<file path="src/rtl/fifo_wr_arbiter.sv">
// Round-robin write arbiter that lets NREQ requesters share one FIFO write port.
// Each grant holds the port for a burst of up to MAXBURST words.
module fifo_wr_arbiter #(
   parameter int DATASIZE = 8,
   parameter int NREQ     = 4,
   parameter int MAXBURST = 4
) (
   input  logic                     wclk_i,
   input  logic                     wrst_n_i,
   input  logic [NREQ-1:0]          req_i,
   input  logic [NREQ*DATASIZE-1:0] data_i,
   output logic [NREQ-1:0]          ack_o,
   output logic [NREQ-1:0]          grant_o,
   output logic                     wen,
   output logic [DATASIZE-1:0]      din,
   input  logic                     fifo_full,
   input  logic                     fifo_almost_full,
   output logic                     busy_o
);

   localparam int PW = (NREQ > 1) ? $clog2(NREQ) : 1;

   typedef enum logic {IDLE, BURST} state_t;

   state_t                state_q, state_d;
   logic [NREQ-1:0]       grant_q, grant_d;
   logic [PW-1:0]         owner_q, owner_d;
   logic [PW-1:0]         rrPtr_q, rrPtr_d;
   logic [3:0]            burstCnt_q, burstCnt_d;
   logic                  pickValid;
   logic [PW-1:0]         pickIdx;
   logic                  ownerReq;
   logic [DATASIZE-1:0]   ownerData;
   logic                  lastWord;

   function automatic logic [PW-1:0] rotIdx(input logic [PW-1:0] base, input int offs);
      int s;
      s = int'(base) + offs;
      if (s >= NREQ) s = s - NREQ;
      return PW'(s);
   endfunction

   // Scan from the highest offset down so the requester closest to rrPtr wins.
   always_comb begin
      pickValid = 1'b0;
      pickIdx   = '0;
      for (int i = NREQ-1; i >= 0; i--) begin
         if (req_i[rotIdx(rrPtr_q, i)]) begin
            pickValid = 1'b1;
            pickIdx   = rotIdx(rrPtr_q, i);
         end
      end
   end

   always_comb begin
      ownerReq  = 1'b0;
      ownerData = '0;
      for (int k = 0; k < NREQ; k++) begin
         if (grant_q[k]) begin
            ownerReq  = req_i[k];
            ownerData = data_i[k*DATASIZE +: DATASIZE];
         end
      end
   end

   assign busy_o   = (state_q == BURST);
   assign grant_o  = grant_q;
   assign wen      = busy_o & ownerReq & ~fifo_full;
   assign din      = ownerData;
   assign ack_o    = grant_q & {NREQ{wen}};
   assign lastWord = wen & (((burstCnt_q + 4'd1) == 4'(MAXBURST)) | fifo_almost_full);

   always_comb begin
      state_d    = state_q;
      grant_d    = grant_q;
      owner_d    = owner_q;
      rrPtr_d    = rrPtr_q;
      burstCnt_d = burstCnt_q;
      case (state_q)
         IDLE: begin
            if (pickValid && !fifo_full) begin
               state_d    = BURST;
               grant_d    = NREQ'(1) << pickIdx;
               owner_d    = pickIdx;
               burstCnt_d = '0;
            end
         end
         BURST: begin
            if (wen && burstCnt_q != 4'hF) burstCnt_d = burstCnt_q + 4'd1;
            if (!ownerReq || lastWord) begin
               state_d = IDLE;
               grant_d = '0;
               rrPtr_d = (owner_q == PW'(NREQ-1)) ? '0 : owner_q + PW'(1);
            end
         end
         default: state_d = IDLE;
      endcase
   end

   always_ff @(posedge wclk_i or negedge wrst_n_i) begin
      if (!wrst_n_i) begin
         state_q    <= IDLE;
         grant_q    <= '0;
         owner_q    <= '0;
         rrPtr_q    <= '0;
         burstCnt_q <= '0;
      end else begin
         state_q    <= state_d;
         grant_q    <= grant_d;
         owner_q    <= owner_d;
         rrPtr_q    <= rrPtr_d;
         burstCnt_q <= burstCnt_d;
      end
   end

endmodule

</file>
<file path="config.mk">
export PLATFORM = sky130hd
export DESIGN_NAME = fifo_wr_arbiter
export DESIGN_NICKNAME = d
export VERILOG_FILES = /design/src/rtl/fifo_wr_arbiter.sv
export SDC_FILE = /design/constraint.sdc
export NUM_CORES = 1
export LEC_CHECK = 0
export ABC_AREA = 1
export BUFFER_PORTS_ARGS = -buffer_cell sky130_fd_sc_hd__buf_4
export CORE_UTILIZATION = 40
export DETAILED_ROUTE_END_ITERATION = 7
export GPL_ROUTABILITY_DRIVEN = 1
export PLACE_DENSITY = 0.68
export SLEW_MARGIN = 20
export SYNTH_ARGS = -nofsm -noshare
export SYNTH_HDL_FRONTEND = slang
export SYNTH_SLANG_ARGS = --single-unit
</file>
<file path="constraint.sdc">
create_clock -name wclk_i -period 2.8 [get_ports wclk_i]
set_input_delay 0.14 -clock wclk_i [delete_from_list [all_inputs] [get_ports wclk_i]]
set_output_delay 0.14 -clock wclk_i [all_outputs]
set_load 0.01 [all_outputs]
</file>
; Word level (Yosys, flattened, before mapping)
; Cells that the tools add are included.
[classes]
addsub = 9
n_mul = 0
div_mod_pow = 0
magnitude_cmp = 8
n_eq_ne = 6
shifts = 1
muxes = 38
bitwise_logic = 7
reduce_logical = 9
[op_table]
columns = cell, count
row1 = 2-to-1 mux 8 bit, 4
row2 = 2-to-1 mux 2 bit, 9
row3 = 2-to-1 mux 4 bit, 4
row4 = case mux 4 bit (2 select lines), 2
row5 = 2-to-1 mux 1 bit, 14
row6 = < comparator 2 x 3 -> 1 bit (second input constant), 4
row7 = >= comparator 3 bit (second input constant), 3
row8 = binary-select mux 1 bit (select 2 bit), 4
row9 = AND reduction 2 bit, 4
row10 = subtractor 2 x 1 -> 2 bit (second input constant), 4
row11 = adder 2 x 2 -> 3 bit (second input constant), 2
row12 = adder 4 x 1 -> 4 bit (second input constant), 1
row13 = bitwise AND 4 bit, 1
row14 = == test 4 x 3 -> 1 bit (second input constant), 1
row15 = inequality test 2 x 1 -> 1 bit (second input constant), 2
row16 = inequality test 4 bit (second input constant), 1
row17 = << shifter 1 x 2 -> 4 bit (first input constant), 1
row18 = adder 2 x 1 -> 3 bit (second input constant), 1
row19 = bitwise AND 1 bit, 3
row20 = >= comparator 2 x 3 -> 1 bit (second input constant), 1
row21 = adder 2 x 1 -> 2 bit (second input constant), 1
row22 = == test 2 bit (second input constant), 1
row23 = logical AND 1 bit, 2
row24 = zero test 1 bit, 2
row25 = 5 further kinds, 6
[word_totals]
regBits = 13
latchBits = 0
ramBits = 0
mem_bits_ro = 0
input_bits = 40
wordCells = 83
memories = 0

; Logic depth before layout (Yosys ltp)
[logic_depth]
word_depth = 12
depth_mapped = 12
depth_no_buf = 11

; Worst setup path after synthesis
; No wires, ideal clock.
[synth_path]
path_kind = register -> output
from = reg grant_q[1], in the netlist grant_o[1]
to = out din[0]
t_arrival_ps = 1374
t_required_ps = 2660
path_slack_ps = 1286
path_stages_with_launch = 7
cell_sequence = dfrtp_1 buf_2 nor2_1 nand2_1 nand2_1 o21ai_0 o21ai_0
[synth_between]
elab_chain_cells = 3
[synth_lines]
columns = element, line_no
row1 = from (decl), 26  ; logic [NREQ-1:0] grant_q, grant_d;
row2 = from (signal assigned), 109  ; grant_q <= grant_d;
row3 = 2-to-1 mux 8 bit (3 in series), 59  ; if (grant_q[k]) begin
row4 = to (decl), 15  ; output logic [DATASIZE-1:0] din,
; No other way between the ends.

; Worst setup path in the final report
[layout_path]
from = reg grant_q[2], in the netlist grant_o[2]
to = out ack_o[3]
[layout_between]
elab_chain_cells = 5
[layout_lines]
columns = element, line_no
row1 = 2-to-1 mux 1 bit (2 in series), 59
row2 = bitwise AND 1 bit (2 in series), 68  ; assign wen = busy_o & ownerReq & ~fifo_full;
row3 = bitwise AND 4 bit, 70  ; assign ack_o = grant_q & {NREQ{wen}};
row4 = to (decl), 12  ; output logic [NREQ-1:0] ack_o,
; No other way between the ends.

==> impl_metrics.env <==
export IMPL_outcome="complete, but fails checks"
export IMPL_violations="DRC"
export IMPL_route_vias_total=1425
export IMPL_total_power_mw=1.69
export IMPL_yosysSeqAreaShare_pct=27.1
export IMPL_cp_num_buf_inv=4
export IMPL_gp_congestion=0.780
export IMPL_synth_main_ff_cell="dfrtp_1"
export IMPL_worstSkewPairLatency_ns=0.28
export IMPL_synth_edf_count=0
export IMPL_cts_buffers=3
export IMPL_drive_gt1_share_pct=28.4
export IMPL_maxCapViolCount=0
export IMPL_ys_warn_count=0
export IMPL_wl_met2_um=1400
export IMPL_max_slew_margin_rel_pct=61.9
export IMPL_core_mm2=0.00281
export IMPL_cts_buffer_depth=2
export IMPL_wl_per_cell_um=11.6
export IMPL_detailed_place_hpwl_um=2630
export IMPL_p_per_area_mw_per_mm2=1020
export IMPL_critPathTopFamily="buffers and inverters"
export IMPL_die_x_um=56.8
export IMPL_drcViolationCount=18
export IMPL_synth_top_area_cell="dfrtp_1"
export IMPL_arrival_ns=1.96
export IMPL_cp_slowest_cell="dfrtp_1"
export IMPL_ys_ff_latch=13
export IMPL_setup_tns_ns=0
export IMPL_hold_path_class="in2async"
export IMPL_post_place_ws_ns=0.988
export IMPL_cp_slowest_stage_delay_ns=0.51
export IMPL_firstDrtPassIters=6
export IMPL_diodes=0
export IMPL_fin_crit_sh_pct=75.1
export IMPL_grt_max_degree=22
export IMPL_grt_overflow=0
export IMPL_rows=19
export IMPL_path_class="reg2out"
export IMPL_clock_sinks=13
export IMPL_skew_ns=0.00235
export IMPL_crit_required_ns=2.66
export IMPL_netlist_cell_type_count=24
export IMPL_die_area_mm2=0.00322
export IMPL_grt_pass1_wl_um=5490
export IMPL_min_period_ns=2.10
export IMPL_setup_viol=0
export IMPL_io_buffers=57
export IMPL_synth_top_cells_by_area="dfrtp_1, nand2_1, nand3_1"
export IMPL_ff_latch_area_um2=325
export IMPL_drt_iter0_drc=120
export IMPL_p_leak_nw=0.947
export IMPL_num_fill_cells=288
export IMPL_critPathMaxFanout=12
export IMPL_fmax_mhz=475
export IMPL_synth_top_cell_area_share_pct=27.1
export IMPL_drv_slew=0
export IMPL_h_tree_depth=1
export IMPL_wl_um=3330
export IMPL_end_kind="output port"
export IMPL_netlist_area_mm2=0.00120
export IMPL_postRouteAntennaNets=0
export IMPL_grt_use_total_pct=21.5
export IMPL_finalHoldViolations=0
export IMPL_drt_met1_wl_um=1580
export IMPL_cts_tree="built"
export IMPL_worst_slack_ns=0.696
export IMPL_clk_pin_slew_worst_paths_ns=0.08
export IMPL_area_growth_pct=38.5
export IMPL_root_buffer="clkbuf_4"
export IMPL_route_met3_wl_um=318
export IMPL_top_layer="met4"
export IMPL_syn_avg_cell_area_um2=5.97
export IMPL_initial_utilization_pct=42.8
export IMPL_yosysMostFrequentCell="nand2_1"
export IMPL_grt_pass1_vias=1212
export IMPL_worst_slew_pin_slew_ns=0.572
export IMPL_antenna_found_initial=0
export IMPL_syn_inst=201
export IMPL_multi_input_area_um2=739
export IMPL_die_y_um=56.8
export IMPL_via_per_inst=4.95
export IMPL_async_flop_share_pct=100
export IMPL_path_cells="inv_1 -> nand3_1 -> a21oi_1 -> nand2_1 -> inv_1 -> nand2_1 -> inv_1 -> buf_4"
export IMPL_rsz0062_at_grt="false"
export IMPL_synthTopCellsByCount="nand2_1, nand3_1, inv_1"
export IMPL_worstSetupStartpointType="flip-flop"
export IMPL_syn_nets=243
export IMPL_vdd_ir_drop_max_v=0.000464
export IMPL_crit_top_cell="inv_1"
export IMPL_num_io_pins=58
export IMPL_nNetsFinal=300
==> sequential cells by signal, summed over array words and instances, names as in the netlist <==
signal      count
burstCnt_q      4
grant_o         4
owner_q         2
rrPtr_q         2
busy_o          1
==> cells by family (layout without fill, tap and decap cells) <==
| family | after synthesis | in the layout | share of synthesized area, % |
|---|---|---|---|
| DFF | 13 | 13 | 27.1 |
| xor gates and xnor gates | 1 | 1 | 0.730 |
| and+or+nand+nor | 122 | 122 | 43.0 |
| buffers and inverters | 29 | 85 | 11.3 |
| adders and majority gates | 2 | 2 | 2.09 |
| AOI/OAI and AO/OA | 34 | 34 | 15.9 |
==> through the flow <==
step / util (%) / instance area, um2 / hold slack [ns] / std cells
floorplan: - / 1200 / -0.156 / 201
CTS: 59.2 / 1660 / 0.224 / 288
global placement: 57.9 / 1630 / -0.00561 / 283
detailed placement: 57.9 / 1630 / -0.00487 / 283
global route: 59.2 / 1660 / 0.236 / 288
finish: 59.2 / 1660 / 0.228 / 288
==> final timing paths <==
path                            startpoint             to  slack, ns  cells past startpoint
worst max-delay path            grant_o[2]       ack_o[3]       0.70                      8
worst min-delay path              wrst_n_i     rrPtr_q[0]       0.23                      2
worst max register to register  grant_o[2]  burstCnt_q[2]       1.01                      7
worst min register to register  owner_q[1]     owner_q[1]       0.50                      2
max in group asynchronous         wrst_n_i  burstCnt_q[3]       2.41                      2
min in group wclk_i              fifo_full     grant_o[0]       0.27                      6
==> cells in the final DEF (no fill, tap or decap), drive strengths merged, types with 2 or more instances in the layout <==
cell / Yosys / routed
buf: 5 / 57
o21ai: 20 / 20
nand4: 3 / 3
nand2: 85 / 85
clkbuf: 1 / 4
dfrtp: 13 / 13
nor2: 11 / 11
nand3: 22 / 22
ha: 2 / 2
inv: 23 / 23
a21oi: 12 / 12
==> layer usage <==
layer | vias up | global-route usage [%]
li1 | 758 | -
met1 | 608 | 30.6
met2 | 54 | 34.0
met3 | 5 | 2.76
met4 | 0 | 6.27
met5 | - | 0
==> report_power, final <==
part	switching [mW]	leakage (nW)	internal (mW)
clock	0.0641	0.0150	0.0554
sequential	0.156	0.170	0.261
combinational	0.661	0.762	0.492
==> cell type report <==
class | instances | area share, %
Multi-Input combinational cell | 159 | 44.5
Timing Repair Buffer | 58 | 26.4
Sequential cell | 13 | 19.6
Inverter | 23 | 5.65
Tap cell | 31 | 2.33
Clock buffer | 4 | 1.58
==> timing repair <==
item / in CTS / in global routing
setup buffers: 0 / 0
hold endpoints to repair: 13 / 0
resized for setup: 0 / 0
hold buffers: 1 / 0
No activity file was read; power rests on OpenSTA's default activity.
